[src/rtl/alu_operand_fifo_if.sv]
// rtl/alu_operand_fifo_if.sv - operand source / adder handshake bundle for alu_operand_fifo
interface alu_operand_fifo_if #(
  parameter int DATA_SIZE = 8
);
  logic                 in_valid;
  logic                 in_ready;
  logic [DATA_SIZE-1:0] in_add_1;
  logic [DATA_SIZE-1:0] in_add_2;
  logic                 in_c_in;
  logic                 a_valid_f_data;
  logic                 a_ready_f_data;
  logic [DATA_SIZE-1:0] add_1;
  logic [DATA_SIZE-1:0] add_2;
  logic                 c_in;

  modport master (
    output in_valid, in_add_1, in_add_2, in_c_in, a_ready_f_data,
    input  in_ready, a_valid_f_data, add_1, add_2, c_in
  );

  modport slave (
    input  in_valid, in_add_1, in_add_2, in_c_in, a_ready_f_data,
    output in_ready, a_valid_f_data, add_1, add_2, c_in
  );
endinterface

[src/rtl/alu_operand_fifo.sv]
// rtl/alu_operand_fifo.sv - in-order operand-set buffer feeding the ripple-carry adder
module alu_operand_fifo #(
  parameter int DATA_SIZE = 8,
  parameter int DEPTH     = 4
) (
  input  logic                     clk,
  input  logic                     rst,
  input  logic                     flush,
  alu_operand_fifo_if.slave        bus,
  output logic [$clog2(DEPTH):0]   count
);
  localparam int ADDR_W  = $clog2(DEPTH);
  localparam int ENTRY_W = 2 * DATA_SIZE + 1;

  logic [ENTRY_W-1:0] mem [DEPTH];
  logic [ADDR_W-1:0]  wr_ptr;
  logic [ADDR_W-1:0]  rd_ptr;
  logic               in_ready_q;
  logic               a_valid_q;
  logic               push;
  logic               pop;
  logic [ADDR_W:0]    count_next;
  logic [ENTRY_W-1:0] head;

  assign push       = bus.in_valid & in_ready_q;
  assign pop        = a_valid_q & bus.a_ready_f_data;
  assign count_next = count + (ADDR_W+1)'(push) - (ADDR_W+1)'(pop);

  // Head is read straight from storage; a push only lands on rd_ptr when empty.
  assign head               = mem[rd_ptr];
  assign bus.add_1          = head[ENTRY_W-1 -: DATA_SIZE];
  assign bus.add_2          = head[DATA_SIZE:1];
  assign bus.c_in           = head[0];
  assign bus.in_ready       = in_ready_q;
  assign bus.a_valid_f_data = a_valid_q;

  always_ff @(posedge clk or posedge rst) begin
    if (rst) begin
      wr_ptr     <= '0;
      rd_ptr     <= '0;
      count      <= '0;
      in_ready_q <= 1'b0;
      a_valid_q  <= 1'b0;
      for (int i = 0; i < DEPTH; i++) begin
        mem[i] <= '0;
      end
    end else if (flush) begin
      wr_ptr     <= '0;
      rd_ptr     <= '0;
      count      <= '0;
      in_ready_q <= 1'b1;
      a_valid_q  <= 1'b0;
    end else begin
      if (push) begin
        mem[wr_ptr] <= {bus.in_add_1, bus.in_add_2, bus.in_c_in};
        wr_ptr      <= wr_ptr + ADDR_W'(1);
      end
      if (pop) begin
        rd_ptr <= rd_ptr + ADDR_W'(1);
      end
      count      <= count_next;
      in_ready_q <= (count_next != (ADDR_W+1)'(DEPTH));
      a_valid_q  <= (count_next != '0);
    end
  end
endmodule

[src/flat_wrapper.sv]
// flat-port wrapper written by rule: the top's interface ports become plain ports
module alu_operand_fifo_flat 
#(
  parameter int DATA_SIZE = 8,
  parameter int DEPTH     = 4
)
  (clk, rst, flush, count, bus_in_valid, bus_in_add_1, bus_in_add_2, bus_in_c_in, bus_a_ready_f_data, bus_in_ready, bus_a_valid_f_data, bus_add_1, bus_add_2, bus_c_in);
  alu_operand_fifo_if #(.DATA_SIZE(DATA_SIZE)) bus_i ();
  input  logic clk;
  input  logic rst;
  input  logic flush;
  output logic [$clog2(DEPTH):0] count;
  input wire logic [$bits(bus_i.in_valid)-1:0] bus_in_valid;
  input wire logic [$bits(bus_i.in_add_1)-1:0] bus_in_add_1;
  input wire logic [$bits(bus_i.in_add_2)-1:0] bus_in_add_2;
  input wire logic [$bits(bus_i.in_c_in)-1:0] bus_in_c_in;
  input wire logic [$bits(bus_i.a_ready_f_data)-1:0] bus_a_ready_f_data;
  output wire logic [$bits(bus_i.in_ready)-1:0] bus_in_ready;
  output wire logic [$bits(bus_i.a_valid_f_data)-1:0] bus_a_valid_f_data;
  output wire logic [$bits(bus_i.add_1)-1:0] bus_add_1;
  output wire logic [$bits(bus_i.add_2)-1:0] bus_add_2;
  output wire logic [$bits(bus_i.c_in)-1:0] bus_c_in;
  assign bus_i.in_valid = bus_in_valid;
  assign bus_i.in_add_1 = bus_in_add_1;
  assign bus_i.in_add_2 = bus_in_add_2;
  assign bus_i.in_c_in = bus_in_c_in;
  assign bus_i.a_ready_f_data = bus_a_ready_f_data;
  assign bus_in_ready = bus_i.in_ready;
  assign bus_a_valid_f_data = bus_i.a_valid_f_data;
  assign bus_add_1 = bus_i.add_1;
  assign bus_add_2 = bus_i.add_2;
  assign bus_c_in = bus_i.c_in;
  alu_operand_fifo #(.DATA_SIZE(DATA_SIZE), .DEPTH(DEPTH)) u_core (.clk(clk), .rst(rst), .flush(flush), .bus(bus_i), .count(count));
endmodule
[config.mk]
export PLATFORM = sky130hd
export DESIGN_NAME = alu_operand_fifo_flat
export DESIGN_NICKNAME = d
export VERILOG_FILES = /design/src/rtl/alu_operand_fifo_if.sv /design/src/rtl/alu_operand_fifo.sv /design/src/flat_wrapper.sv
export SDC_FILE = /design/constraint.sdc
export NUM_CORES = 1
export LEC_CHECK = 0
export ABC_AREA = 1
export CORE_MARGIN = 4
export CORE_UTILIZATION = 49
export DETAILED_ROUTE_END_ITERATION = 16
export DONT_BUFFER_PORTS = 1
export PLACE_DENSITY = 0.72
export SETUP_SLACK_MARGIN = 0.1
export SYNTH_ARGS = -nofsm -noshare
export SYNTH_HDL_FRONTEND = slang
export SYNTH_SLANG_ARGS = --single-unit
[constraint.sdc]
create_clock -name clk -period 3.28 [get_ports clk]
set_input_delay 0.492 -clock clk [delete_from_list [all_inputs] [get_ports clk]]
set_output_delay 0.492 -clock clk [all_outputs]
set_load 0.1 [all_outputs]
# Word level (Yosys, flattened, before mapping)
# Cells that the tools add are included.
op_classes:
  reduce_logical: 5
  multipliers: 0
  mux: 13
  n_shift: 0
  n_div: 0
  n_eq_ne: 1
  magnitude_cmp: 3
  n_addsub: 4
  n_bitwise: 5
op_table:
  columns: ["cell", "n"]
  rows:
  - ["bitwise mux 68 bit", 1]
  - ["2-to-1 mux 17 bit", 3]
  - ["binary-select mux 17 bit (select 2 bit)", 1]
  - ["demux 17 bit (select 2 bit)", 1]
  - ["2-to-1 mux 2 bit", 4]
  - ["greater-or-equal comparator 3 bit (second input constant)", 2]
  - ["NOT 2 -> 3 bit", 2]
  - ["adder 2 x 1 -> 2 bit (second input constant)", 2]
  - ["nonzero test 2 bit", 2]
  - ["adder 3 x 1 -> 3 bit", 1]
  - ["less-than comparator 3 x 1 -> 1 bit (second input constant)", 1]
  - ["2-to-1 mux 3 bit", 1]
  - ["!= test 3 bit (second input constant)", 1]
  - ["nonzero test 3 bit", 1]
  - ["subtractor 3 x 1 -> 3 bit", 1]
  - ["bitwise AND 1 bit", 2]
  - ["2-to-1 mux 1 bit", 2]
  - ["AND reduction 2 bit", 1]
  - ["logical AND 1 bit", 1]
  - ["NOT 1 bit", 1]
word_totals:
  mem_count: 0
  reg_bits: 77
  latch_bits: 0
  ramBits: 0
  in_bits: 22
  out_inout_bits: 22
  romBits: 0

# Logic depth before layout (Yosys ltp)
depth:
  word_depth: 6
  mapped_depth: 12
  ltp_nobuf: 12

# Worst setup path before layout
# No wires, ideal clock.
synth_timing:
  path_kind: "flip-flop to output port"
  from: "reg u_core.rd_ptr[0]"
  to: "out bus_add_1[0]"
  n_path_buf: 2
  setup_slack_ns: -0.192
  required_time_ns: 2.788
  t_arrival_ns: 2.980
  path_stages_with_launch: 6
  cell_sequence: "dfrtp_1 > buf_6 > inv_2 > clkbuf_1 > o21ai_0 > o21ai_0"
synth_via:
  elab_chain_cells: 4
synth_rtl:
  columns: ["item", "line", "rtl"]
  rows:
  - ["from (decl)", "alu_operand_fifo.sv:17", "logic [ADDR_W-1:0] rd_ptr;"]
  - ["from (signal assigned)", "alu_operand_fifo.sv:59", "rd_ptr <= rd_ptr + ADDR_W'(1);"]
  - ["NOT 2 -> 3 bit (implied by the code)", "alu_operand_fifo.sv:30", "assign head = mem[rd_ptr];"]
  - ["binary-select mux 17 bit (select 2 bit)", "alu_operand_fifo.sv:30", null]
  - ["2-to-1 mux 17 bit (implied by the code) (2 in series)", "alu_operand_fifo.sv:30", null]
  - ["to (decl)", "flat_wrapper.sv:20", "output wire logic [$bits(bus_i.add_1)-1:0] bus_add_1;"]
# No other way between the ends. The select of a mux whose other input is x is not followed.

# Final worst setup path
layout_timing:
  from: "reg u_core.rd_ptr[0]"
  to: "out bus_add_1[3]"
# The elaborated chain is that of the path after synthesis.

==> out/results.txt <==
Critical Path Fanout Max: 34
Global route overflow: 0
Routed vias/inst: 5.22
Htree depth: 3
Die Span Y: 94.1 um
Skew-Pair Late Insertion Delay: 0.34 ns
RSZ-0062 raised after global routing: false
All-Layer GR Usage: 18.7%
Total negative slack: 0 ns
# setup viols final: 0
Synth Area in Simple Gates: 16.4%
Status: completed
Multi-input gate area: 1450 um2
TritonCTS clock tree: done
Tightest Pin Transition: 1.02 ns
Min-Delay Path Class: in -> async
Share of cells above drive strength 1: 20.0%
Area growth syn-to-layout: 10.3%
Die Wd: 94.1 um
CTS root buffer: clkbuf_8
Nets: 450
Fin. Hold Viols: 0
Post-synthesis adder-cell area fraction: 2.62%
Post_cts resized: 0
Largest cells by area after synthesis: dfrtp_1 (53%), nand2_1 (8.2%), o21ai_0 (7.0%)
DP Wirelength: 4790 um
Xor and xnor area share after synthesis: 0%
Critical Path Slowest Stage Cell: dfrtp_1
Final Routed Wirelength: 7260 um
Initial antenna violation count: 0
Largest area contributor in the netlist: dfrtp_1
Yosys top cell area share: 53.1%
Commonest non-fill, non-tap cell in the layout: nand2_1
Max clock buf depth: 2
CP arrival: 2.04 ns
Pins Over Slew Limit: 0
Commonest non-fill, non-tap cells in the layout: nand2_1 (79), dfrtp_1 (77), nor2_1 (53), o21ai_1 (47), o21ai_2 (38)
Starting Density: 50.3%
Core Region: 7210 um2
CP Class: reg -> out
Top-Level Pins: 44
Worst Clk Skew: 0.00624 ns
Clock transition at path regs: 0.08 ns
Post-synthesis compound-gate area fraction: 19.3%
F_max: 395 MHz
Final ANT Viol Nets: 0
Clock Sinks: 77
Crit. End Element: output pin
Yosys reg bits: 77
Routed vias: 2738
Mapped Nets: 437
Placement Rows: 31
Synthesized area: 3630 um2
Final period util: 77.2%
Die area: 8850 um2
Worst setup SP type: flip-flop
Slew HR: 32.0%
Mux cell area share after synthesis: 0%
Crit path cell chain: inv_2, o21ai_0, o21ai_2, buf_4
DRC viols: 0
Initial DRC Count: 144
Max-cap violations: 0
Postcts setup bufs: 0
Cell count after synthesis: 408
Routability Congestion: 0.790
CP peak stage delay: 0.53 ns
Routed WL per cell: 13.8 um
Main combinational cell family by area after synthesis: compound AO/OA/AOI/OAI gates
Seq/Total Area, Yosys: 53.1%
Synth Warn #: 0
WP data required: 2.79 ns
ANT cells: 0
TritonRoute pass-1 iters: 4
Largest net degree at the start of global routing: 35
Syn Area/Cell: 8.89 um2
Filler cells: 692
TritonCTS buffer count: 9
Post-CTS Hold Fix Bufs: 0
Vias in the first global route: 2768
I/O Buffers: 0
Yosys cell types: 21
Register area: 1930 um2
Fin crit period: 2.53 ns
First-pass GRT wire length: 13000 um
## layout make-up
| class | count | area share (%) |
|---|---|---|
| Sequential cell | 77 | 48.1 |
| Multi-Input combinational cell | 275 | 36.3 |
| Timing Repair Buffer | 24 | 4.50 |
| Clock buffer | 11 | 3.53 |
| Inverter | 34 | 3.19 |
| Tap cell | 99 | 3.09 |
| Clock inverter | 5 | 1.25 |
## state kept, by name, summed over array words and instances, names as in the netlist
name,flops
u_core.mem,68
u_core.bus.in_ready,1
u_core.bus.a_valid_f_data,1
u_core.rd_ptr,2
u_core.count,3
u_core.wr_ptr,2
## kinds of logic after synthesis
kind of cell | Yosys count
simple gates | 144
compound gates | 124
flops | 77
buf+inv | 56
fa+ha+maj | 7
## worst paths after layout
path                             startpoint  slack, ns  cells after the start                         to
max                        u_core.rd_ptr[0]       0.75                      4               bus_add_1[3]
min reg2reg                  u_core.mem[10]       0.48                      2             u_core.mem[10]
max in group asynchronous               rst       2.43                      2              u_core.mem[4]
min                                     rst       0.08                      1             u_core.mem[59]
max reg2reg                 u_core.count[0]       1.09                     11  u_core.bus.a_valid_f_data
min in group clk                      flush       0.20                      1            u_core.count[0]
## metrics by stage
stage	hold WS [ns]	area [um2]	util, %	setup WS, ns	cells
after global routing	0.111	4000	55.5	0.578	525
after global placement	0.459	3810	52.8	1.16	509
final	0.0769	4000	55.5	0.747	525
after CTS	0.0813	4000	55.5	0.730	525
after floorplan	0.450	3630	-	0.549	408
after detailed placement	0.467	3810	52.8	1.10	509
## synthesized netlist by cell type
master and number:
inv_1 33, a21oi_1 2, dfrtp_1 77, nor3b_1 1
nand2_2 1, nor2_1 53, o21ai_2 21, inv_2 1
clkbuf_1 5, nand3_1 3, o21ai_1 50, fa_1 1
nand3b_1 1, nor2_4 1, buf_2 4, ha_1 6
buf_6 13, nand2_4 4, nand2_1 79, o21ai_0 51
nand4_1 1
## worst max-delay path: cells and delay by family, from the launching register on
kind                   cells  cell delay, ns
flip-flops                 1            0.53
buffers and inverters      2            0.78
AO/OA/AOI/OAI              2            0.37
## routing by layer
layer	part of all wire, %	GRT usage (%)	up-vias
met3	4.8	6.09	5
met2	51	30.5	51
li1	-	-	1346
met5	0	0	-
met1	44	24.4	1336
met4	0.58	3.97	0
Power is left out: the tool's default activity adds up to more than one toggle a clock period on the data nets, which glitch-free logic cannot reach.
